`src/rtl/pk_stream_decoder.sv`:
```
// pk_stream_decoder
//   Decodes a Kyber public key byte stream: ByteEncode12(t[0..KYBER_K-1])
//   followed by the 32-byte seed rho. Each byte triple b0,b1,b2 yields two
//   12-bit coefficients c0 = {b1[3:0],b0} and c1 = {b2,b1[7:4]}.
//
//   Optional feature: define KYBER_PK_RANGE_CHECK_EN to flag (sticky err)
//   any emitted coefficient >= 3329. Without it err is tied to 0.
//
// Ports
//   clk, rst_n            clock, asynchronous active-low reset
//   start                 one-cycle pulse, begins a key (ignored while busy)
//   in_data/valid/ready   input byte stream handshake
//   coef_data/poly/idx    decoded coefficient and its position
//   coef_valid/ready      output coefficient handshake
//   rho, rho_valid        seed and its completion flag
//   busy, done, err       status: not idle, end-of-key pulse, range error
module pk_stream_decoder #(
  parameter int KYBER_K = 3,
  parameter int KYBER_N = 256
) (
  input  logic         clk,
  input  logic         rst_n,
  input  logic         start,
  input  logic [7:0]   in_data,
  input  logic         in_valid,
  output logic         in_ready,
  output logic [11:0]  coef_data,
  output logic [1:0]   coef_poly,
  output logic [7:0]   coef_idx,
  output logic         coef_valid,
  input  logic         coef_ready,
  output logic [255:0] rho,
  output logic         rho_valid,
  output logic         busy,
  output logic         done,
  output logic         err
);

  localparam int TRIPLES = KYBER_K * KYBER_N / 2;
  localparam int TW      = (TRIPLES > 1) ? $clog2(TRIPLES) : 1;
  localparam logic [TW-1:0] LAST_TRIPLE = TW'(TRIPLES - 1);
  localparam logic [7:0]    LAST_IDX    = 8'(KYBER_N - 1);
  localparam logic [1:0]    LAST_POLY   = 2'(KYBER_K - 1);

  typedef enum logic [2:0] {IDLE, T_B0, T_B1, T_B2, RHO} state_t;

  state_t         state;
  logic [7:0]     b0_q;
  logic [3:0]     b1_hi_q;
  logic [TW-1:0]  triple_q;
  logic [4:0]     rho_cnt;
  logic           accept;
  logic           out_xfer;
  logic           produce;
  logic           start_acc;
  logic [11:0]    new_coef;

  assign busy      = (state != IDLE);
  // Back-pressure: never accept a byte that could overwrite an unsent coefficient.
  assign in_ready  = busy && (!coef_valid || coef_ready);
  assign accept    = in_valid && in_ready;
  assign out_xfer  = coef_valid && coef_ready;
  assign produce   = accept && ((state == T_B1) || (state == T_B2));
  assign start_acc = start && (state == IDLE);

  always_comb begin
    new_coef = {in_data, b1_hi_q};
    if (state == T_B1) new_coef = {in_data[3:0], b0_q};
  end

  always_ff @(posedge clk or negedge rst_n) begin
    if (!rst_n) begin
      state      <= IDLE;
      b0_q       <= '0;
      b1_hi_q    <= '0;
      triple_q   <= '0;
      rho_cnt    <= '0;
      coef_data  <= '0;
      coef_poly  <= '0;
      coef_idx   <= '0;
      coef_valid <= 1'b0;
      rho        <= '0;
      rho_valid  <= 1'b0;
      done       <= 1'b0;
    end else begin
      done <= 1'b0;

      // coef_idx/coef_poly name the coefficient currently presented, so they
      // advance on each output transfer rather than on production.
      if (out_xfer) begin
        if (coef_idx == LAST_IDX) begin
          coef_idx  <= '0;
          coef_poly <= (coef_poly == LAST_POLY) ? '0 : coef_poly + 2'd1;
        end else begin
          coef_idx <= coef_idx + 8'd1;
        end
      end

      if (produce) begin
        coef_data  <= new_coef;
        coef_valid <= 1'b1;
      end else if (out_xfer) begin
        coef_valid <= 1'b0;
      end

      case (state)
        IDLE: begin
          if (start_acc) begin
            state     <= T_B0;
            rho_valid <= 1'b0;
            coef_idx  <= '0;
            coef_poly <= '0;
            triple_q  <= '0;
            rho_cnt   <= '0;
          end
        end
        T_B0: begin
          if (accept) begin
            b0_q  <= in_data;
            state <= T_B1;
          end
        end
        T_B1: begin
          if (accept) begin
            b1_hi_q <= in_data[7:4];
            state   <= T_B2;
          end
        end
        T_B2: begin
          if (accept) begin
            triple_q <= triple_q + 1'b1;
            state    <= (triple_q == LAST_TRIPLE) ? RHO : T_B0;
          end
        end
        RHO: begin
          if (accept) begin
            rho[{rho_cnt, 3'b000} +: 8] <= in_data;
            rho_cnt <= rho_cnt + 5'd1;
            if (rho_cnt == 5'd31) begin
              state     <= IDLE;
              rho_valid <= 1'b1;
              done      <= 1'b1;
            end
          end
        end
        default: state <= IDLE;
      endcase
    end
  end

`ifdef KYBER_PK_RANGE_CHECK_EN
  // Checked at production; the coefficient itself is passed through unchanged.
  always_ff @(posedge clk or negedge rst_n) begin
    if (!rst_n)                               err <= 1'b0;
    else if (start_acc)                       err <= 1'b0;
    else if (produce && new_coef >= 12'd3329) err <= 1'b1;
  end
`else
  assign err = 1'b0;
`endif

endmodule

```
`config.mk`:
```
export PLATFORM = sky130hd
export DESIGN_NAME = pk_stream_decoder
export DESIGN_NICKNAME = d
export VERILOG_FILES = /design/src/rtl/pk_stream_decoder.sv
export SDC_FILE = /design/constraint.sdc
export NUM_CORES = 1
export LEC_CHECK = 0
export ABC_CLOCK_PERIOD_IN_PS = 3000
export BUFFER_PORTS_ARGS = -buffer_cell sky130_fd_sc_hd__clkbuf_2
export CORE_ASPECT_RATIO = 0.75
export CORE_MARGIN = 5
export CORE_UTILIZATION = 35
export DETAILED_ROUTE_END_ITERATION = 8
export PLACE_DENSITY_LB_ADDON = 0.12
export SLEW_MARGIN = 25
export SYNTH_ARGS = -nofsm -noshare
export SYNTH_HDL_FRONTEND = slang
export SYNTH_SLANG_ARGS = --single-unit
```
`constraint.sdc`:
```
create_clock -name clk -period 3 [get_ports clk]
set_clock_uncertainty 0.1 [all_clocks]
set_input_delay 0.6 -clock clk [delete_from_list [all_inputs] [get_ports clk]]
set_output_delay 0.6 -clock clk [all_outputs]
set_load 0.01 [all_outputs]
```
## Word-level counts from Yosys, hierarchy flattened

Index checks and enable logic that the tools add are counted.

| storage, ports and cells | value |
|---|---|
| output and inout port bits | 284 |
| input port bits | 13 |
| word-level logic and storage cells | 87 |
| bits in registers | 310 |

| cells by class | value |
|---|---|
| reductions and logical operators | 20 |
| equality and inequality tests | 14 |
| multiplexer cells | 34 |
| $add $sub $neg | 5 |
| shift-type cells | 2 |

Operators with widths:

| cell | count |
|---|---|
| bitwise mux 256 bit | 1 |
| variable shift 8 x 10 -> 256 bit (first input constant) | 1 |
| variable part select 8 x 10 -> 256 bit | 1 |
| 2-to-1 mux 8 bit | 4 |
| 2-to-1 mux 3 bit | 7 |
| 2-to-1 mux 9 bit | 2 |
| case mux 9 bit (2 select lines) | 1 |
| case mux 3 bit (5 select lines) | 1 |
| 2-to-1 mux 12 bit | 1 |
| != test 2 bit (second input constant) | 6 |
| 2-to-1 mux 2 bit | 5 |
| 2-to-1 mux 5 bit | 2 |
| negation 8 -> 10 bit | 1 |
| case mux 5 bit (2 select lines) | 1 |
| adder 9 x 1 -> 9 bit (second input constant) | 1 |
| == test 9 bit (second input constant) | 1 |
| adder 8 x 1 -> 8 bit (second input constant) | 1 |
| == test 8 bit (second input constant) | 1 |
| 2-to-1 mux 1 bit | 8 |
| == test 3 x 2 -> 1 bit (second input constant) | 2 |
| AND reduction 2 bit | 3 |
| AND reduction 3 bit | 2 |
| AND reduction 6 bit | 1 |
| nonzero test 2 bit | 3 |
| 13 further kinds | 18 |

## Depth between registers and ports, before layout

| depth | value |
|---|---|
| depth after elaboration | 6 |
| gate-level depth with buffers | 9 |
| gate-level depth less buffers | 7 |

## Worst setup path before layout

No wires, ideal clock.

| path | value |
|---|---|
| kind | register to register |
| start | register rho_cnt[0] |
| end | register rho[32] |
| clock period less this slack | 2.808 ns |
| setup time | 0.125 ns |
| slack | 0.192 ns |
| required time | 2.775 ns |
| path buffers | 3 |
| cell stages (with the launch flop) | 9 |
| arrival | 2.584 ns |
| path through | dfrtp_1 -> buf_6 -> inv_1 -> ha_1 -> clkbuf_1 -> xnor2_1 -> clkbuf_1 -> nand4_1 -> mux2_2 |

| between the ends | value |
|---|---|
| longest elaborated chain between the ends | 3 |
| elaborated cells between the ends (all ways) | 4 |
| those cells by class | add/sub: 1; shift: 2; mux: 1 |

RTL lines:

| what | line | text |
|---|---|---|
| from (decl) | 51 | `logic [4:0] rho_cnt;` |
| from (signal assigned) | 138 | `rho_cnt <= rho_cnt + 5'd1;` |
| negation 8 -> 10 bit * | 137 | `rho[{rho_cnt, 3'b000} +: 8] <= in_data;` |
| variable part select 8 x 10 -> 256 bit / variable shift 8 x 10 -> 256 bit (equally long branches) | 137 |  |
| bitwise mux 256 bit * | 137 |  |
| to (signal, indexed assignment) | 137 |  |
| to (decl) | 32 | `output logic [255:0] rho,` |

Every way passes the cells marked *; elsewhere a longest branch is shown, timed or not.
A chain may end at the register's enable or synchronous reset.

## Final worst setup path

| path | value |
|---|---|
| start | register rho_cnt[0] |
| end | register rho[182] |

The elaborated chain is that of the path after synthesis.

==> flow_results.org <==
** Outcome
- The flow ran to the end, and the final reports show no timing, DRC or antenna violations.

** Drt
- Length of routed met3 wiring :: 3280 um
- Residual antenna-violating net count after detailed routing :: 0
- Met1 routed wirelength after detailed routing :: 17800 um
- Dividing the detail-routed wire length by the instance count gives 21.0 um.
- Top routing layer in use :: met5
- After detailed routing, the number of vias per cell comes to 4.87.
- First-pass detailed-route iteration total :: 4
- Met2 WL :: roughly 16000 um
- Summing over every cut layer, the via total after detailed routing is 8847.
- After detailed routing, the total wire length is 38200 um.
- Residual DRC :: 0
- The first routing iteration left 437 violations.

** Critical path
- Cell breakdown of the critical path :: inv_1 > ha_1 > inv_1 > a21oi_1 > o31ai_2 > nand4_1 > mux2_2
- Maximum fanout along the worst path :: 8
- Sort of element at the end of the critical path :: flip-flop
- Among all stages on the critical path, the largest delay is contributed by sky130_fd_sc_hd__nand4_1.
- The critical path is of the reg -> reg type.
- Required arrival time at the worst endpoint :: 3.30 ns
- Most repeated library cell on the critical path :: sky130_fd_sc_hd__inv_1
- Together, buffers and inverters on the worst path number 2.
- Dominant delay contributor by cell family on the critical path :: compound AO/OA/AOI/OAI gates
- In this design, the stage delay of the slowest critical-path cell is 0.56 ns.
- The worst setup path is launched from a flip-flop.
- Data on the critical path arrives at its endpoint at 3.12 ns.

** Logic synthesis
- Cell variety after synth :: 49
- Mean instance size in the synthesized netlist :: 13.7 um2
- In the synthesized netlist the dominant register cell turns out to be sky130_fd_sc_hd__dfrtp_1.
- The number of nets in the synthesized netlist is 979.
- Synth warnings :: 0
- In the post-synthesis netlist, the biggest area contributors are sky130_fd_sc_hd__dfrtp_1 (59%), sky130_fd_sc_hd__mux2_2 (23%), sky130_fd_sc_hd__nor2_1 (2.2%), sky130_fd_sc_hd__nand2_1 (1.7%), sky130_fd_sc_hd__nand4_4 (1.3%).
- Top cell type's share of synthesized area :: 0.594
- Number of enable-type register cells in the synthesized netlist :: 0
- Number of instances in the synthesized netlist :: 957
- In this run the cell area of the synthesized design comes to about 0.013 mm2.
- Summed over all instances, the cell type with the most area after synthesis is sky130_fd_sc_hd__dfrtp_1.
- Fraction of registers with async set/reset :: 1.00
- Synth Register Bits :: 310
- Proportion of synthesized chip area in sequential cells :: 0.594

** Pwr
- The share of total power dissipated in sequential elements is 0.462.
- Of the total power, the share spent switching nets is 0.241.
- Total power for the finished layout comes to 9840 uW.
- Cell internal power dissipation :: 7470 uW
- Share of power burned in combinational logic :: 0.089
- For this design the ratio of total power to cell area is 591 mW/mm2.
- The analysis attributes to cell leakage a power of 0.00886 uW.
- Net Switching :: 2370 uW
- VDD sags by at most around 340 uV.
- The share of total power dissipated in the clock network is 0.449.

** Clocking
- Clock tree from TritonCTS :: done
- TritonCTS buffer count :: 35
- Counting along the longest clock path gives a buffer depth of 3.
- Number of clock sinks :: 310
- Master cell of the clock root buffer :: sky130_fd_sc_hd__clkbuf_16
- Number of levels in the clock H-tree :: 2
- At the later pin of the worst-skew pair, clock insertion delay measures ~0.50 ns.
- CTS clock-pin slew for the worst setup and hold paths :: around 0.060 ns

** Place
- PortBufs :: 295
- Placement-stage worst setup slack :: -0.189 ns
- Detailed placement finished with a half-perimeter wire length of 26800 um.
- At the end of routability-driven placement, the weighted congestion stood at 0.760.

** Global routing
- Global-route usage over all layers :: 0.183
- Wire length of the first global-routing pass :: 58000 um
- The via count of the first global-routing pass was 9137.
- The number of antenna violations at the first check in global routing came to 1.
- Leftover overflow at the end of global routing :: 0
- Entering global routing, the biggest net connects 77 pins.

** Floorplan
- Core Area :: 0.0369 mm2
- Die outline width :: around 230 um
- Initial cell density of the core :: 0.354
- In this run the vertical extent of the chip is ~180 um.
- Top-level port count :: 297
- Site Rows :: 61
- The floorplan step defined a die boundary enclosing 0.0413 mm2.

** Layout
- Fraction of layout cells with a size suffix above 1 :: 0.534
- The repair_antennas step left the layout with diodes totalling 0.
- For this run, the post-layout net count is about 1300.
- In the layout the commonest cells are sky130_fd_sc_hd__dfrtp_1 (310), sky130_fd_sc_hd__clkbuf_2 (294), sky130_fd_sc_hd__mux2_2 (270), sky130_fd_sc_hd__nor2_1 (78), sky130_fd_sc_hd__nand2_1 (58).
- The area growth from synthesis to layout is 27.5%.
- The library cell used most frequently in the layout, excluding fill and tap cells, is sky130_fd_sc_hd__dfrtp_1.

** Timing
- Achievable Freq :: 354 MHz
- Hold Violations, Final :: 0
- Setup total negative slack on the finished layout was measured at 0 ns.
- The worst path meets setup with 0.176 ns of slack.
- The final number of max-transition violations was 0.
- Final worst-path cycle share :: 0.941
- Final Setup Violations :: 0
- Time the final worst path needs with I/O delays and setup :: 2.82 ns
- Worst-margin pin slew :: around 0.70 ns
- Measured against its own limit, the worst slew margin works out to 0.535.
- Setup repair after global routing left no endpoint under its margin.

** Run
- The tool flagged a number of max-cap violations equal to 0.

** Worst hold path
- The path class of the tightest hold or removal check is in -> reg.
==> worst reg2reg max path, cell delays in order, from the launching register on <==
cell                      delay [ns]
sky130_fd_sc_hd__dfrtp_1        0.47
sky130_fd_sc_hd__inv_1          0.19
sky130_fd_sc_hd__ha_1           0.26
sky130_fd_sc_hd__inv_1          0.06
sky130_fd_sc_hd__a21oi_1        0.10
sky130_fd_sc_hd__o31ai_2        0.53
sky130_fd_sc_hd__nand4_1        0.56
sky130_fd_sc_hd__mux2_2         0.45
==> per-stage QoR <==
| stage | cells | utilization | hold slack (ns) | cell area, um2 |
|---|---|---|---|---|
| after global placement | 1754 | 0.418 | 0.371 | 15400 |
| after floorplan | 957 | - | 0.204 | 13100 |
| after global routing | 1816 | 0.451 | 0.270 | 16700 |
| final | 1816 | 0.451 | 0.275 | 16700 |
| after detailed placement | 1754 | 0.418 | 0.373 | 15400 |
| after CTS | 1815 | 0.451 | 0.249 | 16600 |
==> final timing paths <==
path,start,to,slack [ns],cells past startpoint
worst max-delay path,rho_cnt[0]$_DFFE_PN0P_,rho[182]$_DFFE_PN0P_,0.18,7
worst min-delay path,coef_ready,coef_idx[1]$_DFF_PN0_,0.28,3
worst max register to register,rho_cnt[0]$_DFFE_PN0P_,rho[182]$_DFFE_PN0P_,0.18,7
worst min register to register,coef_data[11]$_DFFE_PN0P_,coef_data[11]$_DFFE_PN0P_,0.38,2
max in group asynchronous,rst_n,rho[150]$_DFFE_PN0P_,1.47,3
min in group asynchronous,rst_n,rho[74]$_DFFE_PN0P_,0.53,2
==> per-layer routing <==
metal,global-route usage,vias to the layer above
li1,-,4036
met1,0.268,4515
met2,0.269,243
met3,0.0549,51
met4,0.0426,2
met5,0,-
==> power groups by stage <==
| stage | combinational [uW] | clock, uW | sequential (uW) |
|---|---|---|---|
| after CTS | 905 | 4560 | 4550 |
| after detailed placement | 902 | 0 | 4630 |
| after global routing | 983 | 4720 | 4570 |
| after floorplan | 498 | 0 | 4620 |
| final | 875 | 4420 | 4550 |
| after global placement | 895 | 0 | 4620 |
==> state kept, by name (all words and copies together), names as in the netlist <==
name and cells:
rho 256, coef_data 12, triple_q 9, b0_q 8
coef_idx 8, rho_cnt 5, b1_hi_q 4, state 3
coef_poly 2, coef_valid 1, done 1, rho_valid 1
==> synth_stat cells, types with 2 or more instances <==
cell type / instances
sky130_fd_sc_hd__or2_2: 3
sky130_fd_sc_hd__inv_1: 8
sky130_fd_sc_hd__nor2_1: 78
sky130_fd_sc_hd__buf_2: 6
sky130_fd_sc_hd__a31oi_1: 4
sky130_fd_sc_hd__nor2b_1: 4
sky130_fd_sc_hd__nand2_1: 58
sky130_fd_sc_hd__o21ai_0: 17
sky130_fd_sc_hd__nor4_1: 2
sky130_fd_sc_hd__and2_1: 27
sky130_fd_sc_hd__nand3_1: 7
sky130_fd_sc_hd__a22o_1: 3
sky130_fd_sc_hd__nor4b_1: 3
sky130_fd_sc_hd__nor3_1: 6
sky130_fd_sc_hd__and4_1: 2
sky130_fd_sc_hd__dfrtp_1: 310
sky130_fd_sc_hd__nand4_4: 8
sky130_fd_sc_hd__nor3b_1: 2
sky130_fd_sc_hd__or3_1: 2
sky130_fd_sc_hd__nand4_2: 8
sky130_fd_sc_hd__clkbuf_1: 34
sky130_fd_sc_hd__mux2_2: 270
sky130_fd_sc_hd__nand4_1: 18
sky130_fd_sc_hd__nand2b_1: 2
sky130_fd_sc_hd__buf_4: 2
sky130_fd_sc_hd__ha_1: 9
sky130_fd_sc_hd__and3_1: 6
sky130_fd_sc_hd__xnor2_1: 6
sky130_fd_sc_hd__buf_1: 3
sky130_fd_sc_hd__xor2_1: 11
sky130_fd_sc_hd__a21oi_1: 6
sky130_fd_sc_hd__mux2i_1: 13
sky130_fd_sc_hd__buf_6: 2
sky130_fd_sc_hd__o31ai_1: 2
==> layout make-up <==
type / count / area, um2
fillers: 3468 / 20300
flip-flops and latches: 310 / 7760
multi-input cells: 592 / 5140
repair buffers: 342 / 1920
clock buffers: 49 / 1030
well taps: 504 / 631
clock inverters: 11 / 161
inverters: 8 / 30.0
==> repair_timing <==
item	CTS	global route
endpoints found under the setup margin	16	11
hold buffers	1	0
resized for setup	2	2
setup buffers	0	1
hold endpoints to repair	45	0
pin swaps	0	1
==> cell families (layout without fill, tap and decap cells) <==
family / Yosys count / count (layout) / synth area share
AO/OA/AOI/OAI: 39 / 39 / 0.0202
other: 1 / 1 / 0.000287
adder cells (fa/ha/maj): 9 / 9 / 0.00862
multiplexers: 283 / 283 / 0.243
AND/OR/NAND/NOR: 242 / 242 / 0.104
XOR/XNOR: 18 / 18 / 0.0126
buffers and inverters: 55 / 410 / 0.0181
flip-flops: 310 / 310 / 0.594
Note: power is estimated with default switching activity, not from simulation.
